<file path="config.mk">
export PLATFORM = sky130hd
export DESIGN_NAME = rr_arbiter_8
export DESIGN_NICKNAME = d
export VERILOG_FILES = /design/src/rtl/rr_arbiter_8.sv
export SDC_FILE = /design/constraint.sdc
export NUM_CORES = 1
export LEC_CHECK = 0
export ABC_CLOCK_PERIOD_IN_PS = 9100
export CAP_MARGIN = 30
export CORE_UTILIZATION = 55
export CTS_CLUSTER_SIZE = 40
export DETAILED_ROUTE_END_ITERATION = 8
export GPL_ROUTABILITY_DRIVEN = 0
export PLACE_DENSITY = 0.86
export SLEW_MARGIN = 10
export SYNTH_ARGS = -nofsm -noshare
export SYNTH_HDL_FRONTEND = slang
export SYNTH_SLANG_ARGS = --single-unit
export TNS_END_PERCENT = 100
</file>
<file path="constraint.sdc">
create_clock -name clk_i -period 9.1 [get_ports clk_i]
set_clock_uncertainty 0.15 [all_clocks]
set_input_delay 2.275 -clock clk_i [delete_from_list [all_inputs] [get_ports clk_i]]
set_output_delay 2.275 -clock clk_i [all_outputs]
set_load 0.005 [all_outputs]
</file>
<file path="src/rtl/rr_arbiter_8.sv">
`default_nettype none
// ============================================================================
// rr_arbiter_8
//   8-way round-robin arbiter with registered one-hot/index grant outputs and
//   an optional hold limit that preempts a long-running holder.
// Revision: 1.0
// ============================================================================
module rr_arbiter_8 #(
    parameter int unsigned MAX_HOLD = 16
) (
    input  logic       clk_i,
    input  logic       arst_n_i,
    input  logic [7:0] req_i,
    output logic [7:0] grant_o,
    output logic [2:0] grant_idx_o,
    output logic       grant_valid_o,
    output logic       preempt_o
);

    localparam logic       c_hold_en    = (MAX_HOLD != 0);
    localparam logic [7:0] c_hold_limit = c_hold_en ? 8'(MAX_HOLD - 1) : 8'd0;

    typedef enum logic [0:0] {
        ST_IDLE  = 1'b0,
        ST_GRANT = 1'b1
    } state_t;

    state_t     state_q, state_d;
    logic [2:0] ptr_q, ptr_d;
    logic [2:0] idx_q, idx_d;
    logic [7:0] cnt_q, cnt_d;
    logic [7:0] grant_q, grant_d;
    logic       preempt_q, preempt_d;

    logic [15:0] req_dbl;
    logic [7:0]  req_rot;
    logic [2:0]  win_off;
    logic [2:0]  win_idx;
    logic        others_pending;
    logic        limit_hit;

    // Rotate requests so bit 0 is the pointer position; the lowest set bit
    // of the rotated vector is the first requester in search order.
    always_comb begin
        req_dbl = {req_i, req_i};
        req_rot = req_dbl[ptr_q +: 8];
        win_off = 3'd0;
        for (int k = 7; k >= 0; k--) begin
            if (req_rot[k]) begin
                win_off = 3'(k);
            end
        end
        win_idx = ptr_q + win_off;
    end

    assign others_pending = |(req_i & ~grant_q);
    assign limit_hit      = c_hold_en && (cnt_q >= c_hold_limit);

    always_comb begin
        state_d   = state_q;
        ptr_d     = ptr_q;
        idx_d     = idx_q;
        cnt_d     = cnt_q;
        grant_d   = grant_q;
        preempt_d = 1'b0;

        case (state_q)
            ST_IDLE: begin
                if (req_i != 8'h00) begin
                    state_d = ST_GRANT;
                    idx_d   = win_idx;
                    grant_d = 8'd1 << win_idx;
                    ptr_d   = win_idx + 3'd1;
                    cnt_d   = 8'd0;
                end
            end
            ST_GRANT: begin
                if (req_i == 8'h00) begin
                    state_d = ST_IDLE;
                    idx_d   = 3'd0;
                    grant_d = 8'h00;
                    cnt_d   = 8'd0;
                end else if (!req_i[idx_q] || (limit_hit && others_pending)) begin
                    // Holder released or ran out its hold: hand over with no bubble.
                    idx_d     = win_idx;
                    grant_d   = 8'd1 << win_idx;
                    ptr_d     = win_idx + 3'd1;
                    cnt_d     = 8'd0;
                    preempt_d = req_i[idx_q];
                end else if (cnt_q != 8'hFF) begin
                    cnt_d = cnt_q + 8'd1;
                end
            end
            default: begin
                state_d = ST_IDLE;
                idx_d   = 3'd0;
                grant_d = 8'h00;
                cnt_d   = 8'd0;
            end
        endcase
    end

    always_ff @(posedge clk_i or negedge arst_n_i) begin
        if (!arst_n_i) begin
            state_q   <= ST_IDLE;
            ptr_q     <= 3'd0;
            idx_q     <= 3'd0;
            cnt_q     <= 8'd0;
            grant_q   <= 8'h00;
            preempt_q <= 1'b0;
        end else begin
            state_q   <= state_d;
            ptr_q     <= ptr_d;
            idx_q     <= idx_d;
            cnt_q     <= cnt_d;
            grant_q   <= grant_d;
            preempt_q <= preempt_d;
        end
    end

    assign grant_o       = grant_q;
    assign grant_idx_o   = idx_q;
    assign grant_valid_o = (state_q == ST_GRANT);
    assign preempt_o     = preempt_q;

endmodule
`default_nettype wire

</file>
==> results.json, run 1 <==
{
  "outcome": "finished clean",
  "cts_resized": 0,
  "wl_per_cell_um": 17.1,
  "rsz0062_at_grt": "no",
  "clk_pin_slew_ns": 0.09,
  "vias": 1747,
  "diodes": 0,
  "synth_ff_type": "dfrtp_1",
  "yosysWarnings": 0,
  "tritoncts": "built",
  "p_leak_nw": 0.923,
  "io_buffers": 22,
  "slew_headroom": 0.439,
  "first_iter_violations": 195,
  "place_area_um2": 2200,
  "fin_crit_ns": 5.71,
  "track_usage": 0.263,
  "drive_above_1_share": 0.145,
  "final_area_um2": 2290,
  "power_mw": 0.867,
  "vdd.ir_drop.worst_mv": 0.280,
  "fin_setup_tns_ns": 0,
  "fin_ws_ns": 3.39,
  "dp.cells": 269,
  "cts_sinks": 24,
  "core_area_um2": 3440,
  "mostFrequentLayoutCell": "dfrtp_1",
  "multi_input_area_um2": 1260,
  "first_pass_iters": 4,
  "worst_pin_slew_ns": 0.841,
  "initial_utilization": 0.589,
  "overflow": 0,
  "finalSetupViolations": 0,
  "final_nets": 248,
  "avgSynthCellArea_um2": 9.34,
  "finalCritPeriodShare": 0.627,
  "worstPathRequired_ns": 9.10,
  "grt_pass1_wl_mm": 8.17,
  "slew_violations": 0,
  "final_cell_mix": "24 x dfrtp_1, 22 x clkdlybuf4s50_1, 20 x nor3_1",
  "holdWs_ns": 0.373,
  "rows": 21,
  "synthCells": 217,
  "final_core_util": 0.667,
  "io_pins": 23,
  "cts_setup_buffers": 0,
  "dp_hpwl_mm": 3.35,
  "n_fill_cell": 270,
  "grt_max_degree": 32,
  "cap_violations": 0,
  "min_path_type": "flop to flop",
  "dieWidth_um": 62.7,
  "antenna_found_initial": 0,
  "path_class": "primary input to flop",
  "critPathLaunchType": "primary input",
  "cts.hold.buffers_added": 0,
  "worstSkewPairLatency_ns": 0.26,
  "synth_cell_types": 55,
  "synth_area_leaders": "dfrtp_1 30%, ha_1 4.9%, nor3_1 4.9%",
  "ff_latch_area_um2": 601,
  "synth_edf_count": 0,
  "final_hold_viol_count": 0,
  "place_ws_ns": 3.21,
  "ys_ff_latch": 24,
  "ant_nets": 0,
  "drc": 0,
  "worstPathMaxFanout": 13,
  "yosysSeqAreaShare": 0.296,
  "wl_mm": 4.68,
  "async_flop_share": 1.00,
  "synth.top_cell.area_share": 0.296,
  "cts_max_path_buffers": 2,
  "via_per_inst": 6.38,
  "die_h_um": 62.7,
  "synthToLayoutAreaGrowth_pct": 13.2,
  "instances_no_fill": 274,
  "cp_data_arrival_time_ns": 5.71,
  "synth_fp_nets": 236,
  "htreeDepth": 1,
  "fmax_mhz": 175,
  "clock_tree.root_cell": "clkbuf_8",
  "numCtsBuffers": 3,
  "syn_area_um2": 2030,
  "grt_pass1_vias": 1663,
  "cp-end-kind": "flop",
  "yosys.area.top_type": "dfrtp_1",
  "design.die.area_um2": 3930,
  "power_density_nw_per_um2": 378
}
cell type report:
cell class                 instances  share of cell area
clock buffer                       3              0.0180
clock inverter                     1              0.0131
inverter                          11              0.0180
multi-input combinational        165               0.550
sequential                        24               0.262
tap                               46              0.0251
timing repair buffer              24               0.115
flip-flops by register name, summed over array words and instances, names as in the netlist:
signal,count
ptr_q,3
grant_o,8
cnt_q,8
preempt_o,1
grant_valid_o,1
grant_idx_o,3
cells by family (layout without fill, tap and decap cells):
family,Yosys count,in the layout,share of synthesized area
simple gates,93,93,0.281
mux,12,12,0.0870
buf+inv,28,39,0.0815
flops,24,24,0.296
fa+ha+maj,9,9,0.0593
compound gates,48,48,0.178
xor+xnor,3,3,0.0167
final timing paths:
| check | startpoint | endpoint | slack (ns) | depth (start not counted) |
|---|---|---|---|---|
| worst max-delay path | req_i[6] | grant_o[7] | 3.39 | 14 |
| worst min-delay path | cnt_q[1] | cnt_q[1] | 0.37 | 2 |
| worst max register to register | ptr_q[1] | grant_o[7] | 5.44 | 14 |
| worst min register to register | cnt_q[1] | cnt_q[1] | 0.37 | 2 |
| max in group asynchronous | arst_n_i | grant_o[3] | 6.08 | 2 |
| min in group asynchronous | arst_n_i | preempt_o | 2.21 | 1 |
power breakdown:
part	leakage, nW	total, mW	internal (mW)	switching [mW]
Combinational	0.574	0.588	0.279	0.309
Clock	0.0357	0.0920	0.0587	0.0333
Sequential	0.313	0.187	0.140	0.0470
Total	0.923	0.867	0.478	0.389
metal layers:
layer	global-route usage	share of wire	up-vias
li1	-	-	832
met1	0.373	0.45	845
met2	0.429	0.48	65
met3	0.0347	0.055	5
met4	0.0523	0.0088	0
met5	0	0	-
synth_stat cells, types with 2 or more instances:
library cell and number:
dfrtp_1 24, nor3_1 20, nand2_1 13, inv_1 10, a21oi_1 9, nor2b_1 9, nor4_1 9, ha_1 8
nand2b_1 8, nor2_1 8, o21ai_0 8, a22o_1 6, a32o_1 6, nor3b_2 6, mux2_2 5, buf_2 4
buf_4 4, buf_6 4, mux4_2 4, a211o_1 3, clkbuf_1 3, mux2i_1 3, nand3_1 3, nor3_2 3
o211ai_1 3, a2111oi_0 2, nor3b_1 2, or2_2 2, or4_4 2
critical path: stages:
cell             delay [ns]
clkdlybuf4s50_1        0.81
and2b_1                0.25
a221o_1                0.33
o211ai_1               0.11
nand2_1                0.07
o21ai_0                0.08
o211ai_1               0.12
ha_1                   0.23
fa_1                   0.40
xnor2_1                0.26
xor2_2                 0.29
inv_2                  0.10
ha_1                   0.20
a22o_1                 0.19
No activity file was read; power rests on OpenSTA's default activity.
==> inputs of run 2 (changes only) <==
--- a/config.mk
+++ b/config.mk
@@ -5,7 +5,7 @@
 export SDC_FILE = /design/constraint.sdc
 export NUM_CORES = 1
 export LEC_CHECK = 0
-export ABC_CLOCK_PERIOD_IN_PS = 9100
+export ABC_CLOCK_PERIOD_IN_PS = 5560
 export CAP_MARGIN = 30
 export CORE_UTILIZATION = 55
 export CTS_CLUSTER_SIZE = 40
==> constraint.sdc (replaced) <==
create_clock -name clk_i -period 5.56 [get_ports clk_i]
set_clock_uncertainty 0.15 [all_clocks]
set_input_delay 1.39 -clock clk_i [delete_from_list [all_inputs] [get_ports clk_i]]
set_output_delay 1.39 -clock clk_i [all_outputs]
set_load 0.005 [all_outputs]
==> results.json, run 2 (synthesis gave the netlist of run 1 again) <==
{
  "outcome": "finished clean",
  "cp_cell_sequence": "clkdlybuf4s50_1 -> mux2_2 -> mux2_2 -> a211o_1 -> a21oi_1 -> o21ai_0 -> o211ai_1 -> ha_1 -> fa_1 -> ha_1 -> ha_1 -> o21ai_0",
  "first_pass_iters": 4,
  "drive_above_1_share": 0.145,
  "cts_max_path_buffers": 2,
  "final_hold_viol_count": 0,
  "final_area_um2": 2290,
  "dp.cells": 269,
  "worst_r2r_startpoint": "ptr_q[1]",
  "ant_nets": 0,
  "io_pins": 23,
  "diodes": 0,
  "switching_share": 0.449,
  "design.die.area_um2": 3930,
  "cp_data_arrival_time_ns": 4.85,
  "cp-end-kind": "flop",
  "wl_met2_mm": 2.27,
  "wl_per_cell_um": 16.9,
  "instances_no_fill": 274,
  "grt_pass1_wl_mm": 8.12,
  "cts_sinks": 24,
  "final_cell_mix": "24 x dfrtp_1, 22 x clkdlybuf4s50_1, 20 x nor3_1",
  "first_iter_violations": 112,
  "wl_mm": 4.64,
  "htreeDepth": 1,
  "power_density_nw_per_um2": 618,
  "io_buffers": 22,
  "final_core_util": 0.667,
  "finalCritPeriodShare": 0.867,
  "clk_pin_slew_ns": 0.09,
  "highest_layer": "met4",
  "antenna_found_initial": 0,
  "internal_power_mw": 0.781,
  "dp_hpwl_mm": 3.37,
  "ff_latch_area_um2": 601,
  "slew_violations": 0,
  "cts_resized": 0,
  "reg2reg_setup_slack_ns": 1.88,
  "slew_headroom": 0.416,
  "finalSetupViolations": 0,
  "min_path_type": "flop to flop",
  "vdd.ir_drop.worst_mv": 0.450,
  "p_comb_frac": 0.676,
  "fin_crit_ns": 4.82,
  "rsz0062_at_grt": "no",
  "critPathLaunchType": "primary input",
  "multi_input_area_um2": 1260,
  "rows": 21,
  "wl_met3_um": 251,
  "whs_path_depth": 2,
  "core_area_um2": 3440,
  "tritoncts": "built",
  "cp-startpoint": "req_i[5]",
  "dieWidth_um": 62.7,
  "synthToLayoutAreaGrowth_pct": 13.2,
  "m1WireLength_mm": 2.09,
  "crit_family": "adder cells",
  "overflow": 0,
  "place_area_um2": 2200,
  "switchingPower_mw": 0.637,
  "grt_max_degree": 32,
  "clock_tree.root_cell": "clkbuf_8",
  "cts_setup_buffers": 0,
  "worstPathMaxFanout": 11,
  "slowest_delay_ns": 0.65,
  "path_class": "primary input to flop",
  "p_clk_frac": 0.108,
  "worstSkewPairLatency_ns": 0.27,
  "critical_path_buf_inv_count": 1,
  "via_per_inst": 6.36,
  "crit_slowest_cell": "clkdlybuf4s50_1",
  "track_usage": 0.258,
  "drc": 0,
  "min_to": "cnt_q[1]",
  "p_leak_nw": 0.923,
  "fin_setup_tns_ns": 0,
  "vias": 1743,
  "final_nets": 248,
  "worst_pin_slew_ns": 0.876,
  "worstPathRequired_ns": 5.59,
  "mostFrequentLayoutCell": "dfrtp_1",
  "initial_utilization": 0.589,
  "n_fill_cell": 279,
  "hold_start": "cnt_q[1]",
  "power_frac_seq": 0.217,
  "die_h_um": 62.7,
  "grt_pass1_vias": 1653,
  "cp_common_cell": "ha_1",
  "r2r-end": "ptr_q[2]",
  "cap_violations": 0,
  "numCtsBuffers": 3,
  "rr_worst_depth": 12,
  "cts.hold.buffers_added": 0,
  "fmax_mhz": 207
}
[run 2: cell counts in the layout (fill, tap and decap cells not counted)]
No cell type changed its count.
[run 2: worst max-delay path by stage]
stage / slack (ns) / cells past startpoint / to
after floorplan: 1.35 / 14 / grant_o[7]
after global placement: 0.53 / 12 / ptr_q[2]
after detailed placement: 0.53 / 14 / grant_o[7]
after CTS: 0.78 / 12 / ptr_q[2]
after global routing: 0.51 / 12 / ptr_q[2]
final: 0.74 / 12 / ptr_q[2]
[run 2: final cells by class]
class                   instances  area share
flip-flops and latches         24       0.262
clock buffers                   3      0.0180
inverters                      11      0.0180
well taps                      46      0.0251
repair buffers                 24       0.115
multi-input cells             165       0.550
clock inverters                 1      0.0131
[run 2: metal layers]
layer	GRT usage	up-vias
met5	0	-
met1	0.367	850
met2	0.420	62
li1	-	827
met3	0.0401	4
met4	0.0465	0
[run 2: power groups by stage]
stage / Clock (mW) / Sequential [mW] / Combinational (mW)
2_1_floorplan: 0 / 0.270 / 0.765
3_3_place_gp: 0 / 0.330 / 0.875
3_5_place_dp: 0 / 0.331 / 0.897
4_1_cts: 0.154 / 0.329 / 0.906
5_1_grt: 0.162 / 0.317 / 1.07
6_report: 0.153 / 0.307 / 0.958
[run 2: metrics by stage]
step                hold slack [ns]  worst slack (ns)  total power [mW]
CTS                           0.382             0.783              1.39
finish                        0.379             0.739              1.42
detailed placement            0.354             0.526              1.23
floorplan                     0.316              1.35              1.03
global route                  0.415             0.510              1.55
global placement              0.340             0.529              1.21
[run 2: worst min-delay path: stages, from the launching register on]
cell,delay [ns]
dfrtp_1,0.39
nand2_1,0.05
o21ai_0,0.06
==> inputs of run 3 (changes only) <==
--- a/config.mk
+++ b/config.mk
@@ -5,13 +5,13 @@
 export SDC_FILE = /design/constraint.sdc
 export NUM_CORES = 1
 export LEC_CHECK = 0
-export ABC_CLOCK_PERIOD_IN_PS = 5560
+export ABC_CLOCK_PERIOD_IN_PS = 4400
 export CAP_MARGIN = 30
-export CORE_UTILIZATION = 55
+export CORE_UTILIZATION = 51
 export CTS_CLUSTER_SIZE = 40
 export DETAILED_ROUTE_END_ITERATION = 8
 export GPL_ROUTABILITY_DRIVEN = 0
-export PLACE_DENSITY = 0.86
+export PLACE_DENSITY = 0.84
 export SLEW_MARGIN = 10
 export SYNTH_ARGS = -nofsm -noshare
 export SYNTH_HDL_FRONTEND = slang
==> constraint.sdc (replaced) <==
create_clock -name clk_i -period 4.4 [get_ports clk_i]
set_clock_uncertainty 0.15 [all_clocks]
set_input_delay 1.1 -clock clk_i [delete_from_list [all_inputs] [get_ports clk_i]]
set_output_delay 1.1 -clock clk_i [all_outputs]
set_load 0.005 [all_outputs]
==> results.json, run 3 (synthesis gave the netlist of run 1 again) <==
{
  "finalCritPeriodShare": 0.954,
  "cp_data_arrival_time_ns": 4.21,
  "p_leak_nw": 1.01,
  "dp.cells": 291,
  "final_hold_viol_count": 0,
  "slew_violations": 0,
  "finalSetupViolations": 0,
  "wl_mm": 4.76,
  "cts.hold.buffers_added": 0,
  "first_pass_iters": 4,
  "design.die.area_um2": 4230,
  "cts_resized": 0,
  "tritoncts": "built",
  "final_nets": 267,
  "io_buffers": 22,
  "first_iter_violations": 72,
  "r2r-end": "grant_o[4]",
  "dieWidth_um": 65.0,
  "via_per_inst": 6.10,
  "htreeDepth": 1,
  "overflow": 0,
  "worstSkewPairLatency_ns": 0.27,
  "vdd.ir_drop.worst_mv": 0.710,
  "drive_above_1_share": 0.211,
  "cp_cell_sequence": "clkdlybuf4s50_1 -> nor3_1 -> nor3_1 -> or4_4 -> o21ba_2 -> fa_1 -> xnor2_1 -> xor2_2 -> inv_2 -> buf_4 -> a32o_1",
  "vias": 1799,
  "cap_violations": 0,
  "path_class": "primary input to flop",
  "clk_pin_slew_ns": 0.08,
  "rr_worst_depth": 13,
  "track_usage": 0.241,
  "worst_pin_slew_ns": 0.871,
  "power_density_nw_per_um2": 786,
  "slew_headroom": 0.419,
  "cp_common_cell": "nor3_1",
  "initial_utilization": 0.541,
  "core_area_um2": 3740,
  "critical_path_buf_inv_count": 3,
  "worstPathMaxFanout": 8,
  "io_pins": 23,
  "rsz0062_at_grt": "no",
  "cp-end-kind": "flop",
  "fmax_mhz": 238,
  "min_path_type": "flop to flop",
  "cts_setup_buffers": 0,
  "diodes": 0,
  "die_h_um": 65.0,
  "worstPathRequired_ns": 4.41,
  "crit_slowest_cell": "clkdlybuf4s50_1",
  "cts_sinks": 24,
  "cts_max_path_buffers": 2,
  "synthToLayoutAreaGrowth_pct": 20.0,
  "grt_max_degree": 19,
  "fin_crit_ns": 4.20,
  "slowest_delay_ns": 0.58,
  "numCtsBuffers": 3,
  "min_to": "cnt_q[0]",
  "final_cell_mix": "24 x dfrtp_1, 22 x clkdlybuf4s50_1, 20 x nor3_1, 20 x buf_4, 13 x nand2_1",
  "ant_nets": 0,
  "rows": 22,
  "worst_r2r_startpoint": "ptr_q[1]",
  "mostFrequentLayoutCell": "dfrtp_1",
  "n_fill_cell": 318,
  "outcome": "finished clean",
  "grt_pass1_wl_mm": 7.83,
  "dp_hpwl_mm": 3.62,
  "reg2reg_setup_slack_ns": 0.71,
  "drc": 0,
  "whs_path_depth": 1,
  "antenna_found_initial": 0,
  "instances_no_fill": 295,
  "clock_tree.root_cell": "clkbuf_8",
  "hold_start": "cnt_q[0]",
  "grt_pass1_vias": 1622,
  "crit_family": "simple AND/OR/NAND/NOR gates",
  "critPathLaunchType": "primary input",
  "final_area_um2": 2430,
  "wl_per_cell_um": 16.1,
  "place_area_um2": 2360
}
run 3: cell types whose count changed in the layout (fill, tap and decap cells not counted), sizes merged:
cell,delta
buf,+19
run 3: area by class of cell:
type                       instances  area (um^2)  area share
multi-input combinational        165         1260       0.519
sequential                        24          601       0.247
timing repair buffer              43          398       0.164
tap                               48         60.1      0.0247
clock buffer                       3         41.3      0.0170
inverter                          11         41.3      0.0170
clock inverter                     1         30.0      0.0123
run 3: metal layers:
metal | share of wire | track usage | vias up
li1 | - | - | 872
met1 | 0.47 | 0.352 | 856
met2 | 0.47 | 0.387 | 65
met3 | 0.056 | 0.0352 | 6
met4 | 0.0063 | 0.0299 | 0
met5 | 0 | 0 | -
run 3: worst max-delay path by stage:
stage | slack (ns) | depth (start not counted) | end | startpoint
floorplan | 0.48 | 14 | grant_o[7] | req_i[2]
global placement | -0.06 | 12 | grant_o[7] | req_i[3]
detailed placement | -0.08 | 11 | grant_o[6] | req_i[7]
CTS | 0.20 | 12 | grant_o[4] | req_i[3]
global route | 0.02 | 14 | grant_o[6] | req_i[1]
finish | 0.20 | 11 | grant_o[4] | req_i[7]
run 3: where the power goes:
part	switching [mW]	total [mW]	internal [mW]	leakage (nW)
Combinational	0.646	1.31	0.669	0.664
Clock	0.0707	0.192	0.122	0.0357
Sequential	0.114	0.404	0.290	0.313
run 3: worst register-to-register path, cell delays in order, from the launching register on:
cell	delay, ns
dfrtp_1	0.71
buf_4	0.32
nor2b_1	0.23
a22o_1	0.19
o21ai_0	0.11
nor3_1	0.20
o211ai_1	0.14
ha_1	0.21
fa_1	0.37
xnor2_1	0.25
xor2_2	0.25
inv_2	0.07
buf_4	0.15
a32o_1	0.24
run 3: through the flow:
| step | hold WS (ns) | utilization | power [mW] | TNS (ns) | worst slack, ns |
|---|---|---|---|---|---|
| CTS | 0.381 | 0.650 | 1.91 | 0 | 0.197 |
| floorplan | 0.316 | - | 1.31 | 0 | 0.483 |
| global route | 0.409 | 0.650 | 2.05 | 0 | 0.0209 |
| detailed placement | 0.360 | 0.631 | 1.71 | -0.417 | -0.0764 |
| global placement | 0.339 | 0.623 | 1.67 | -0.236 | -0.0595 |
| finish | 0.377 | 0.650 | 1.91 | 0 | 0.203 |
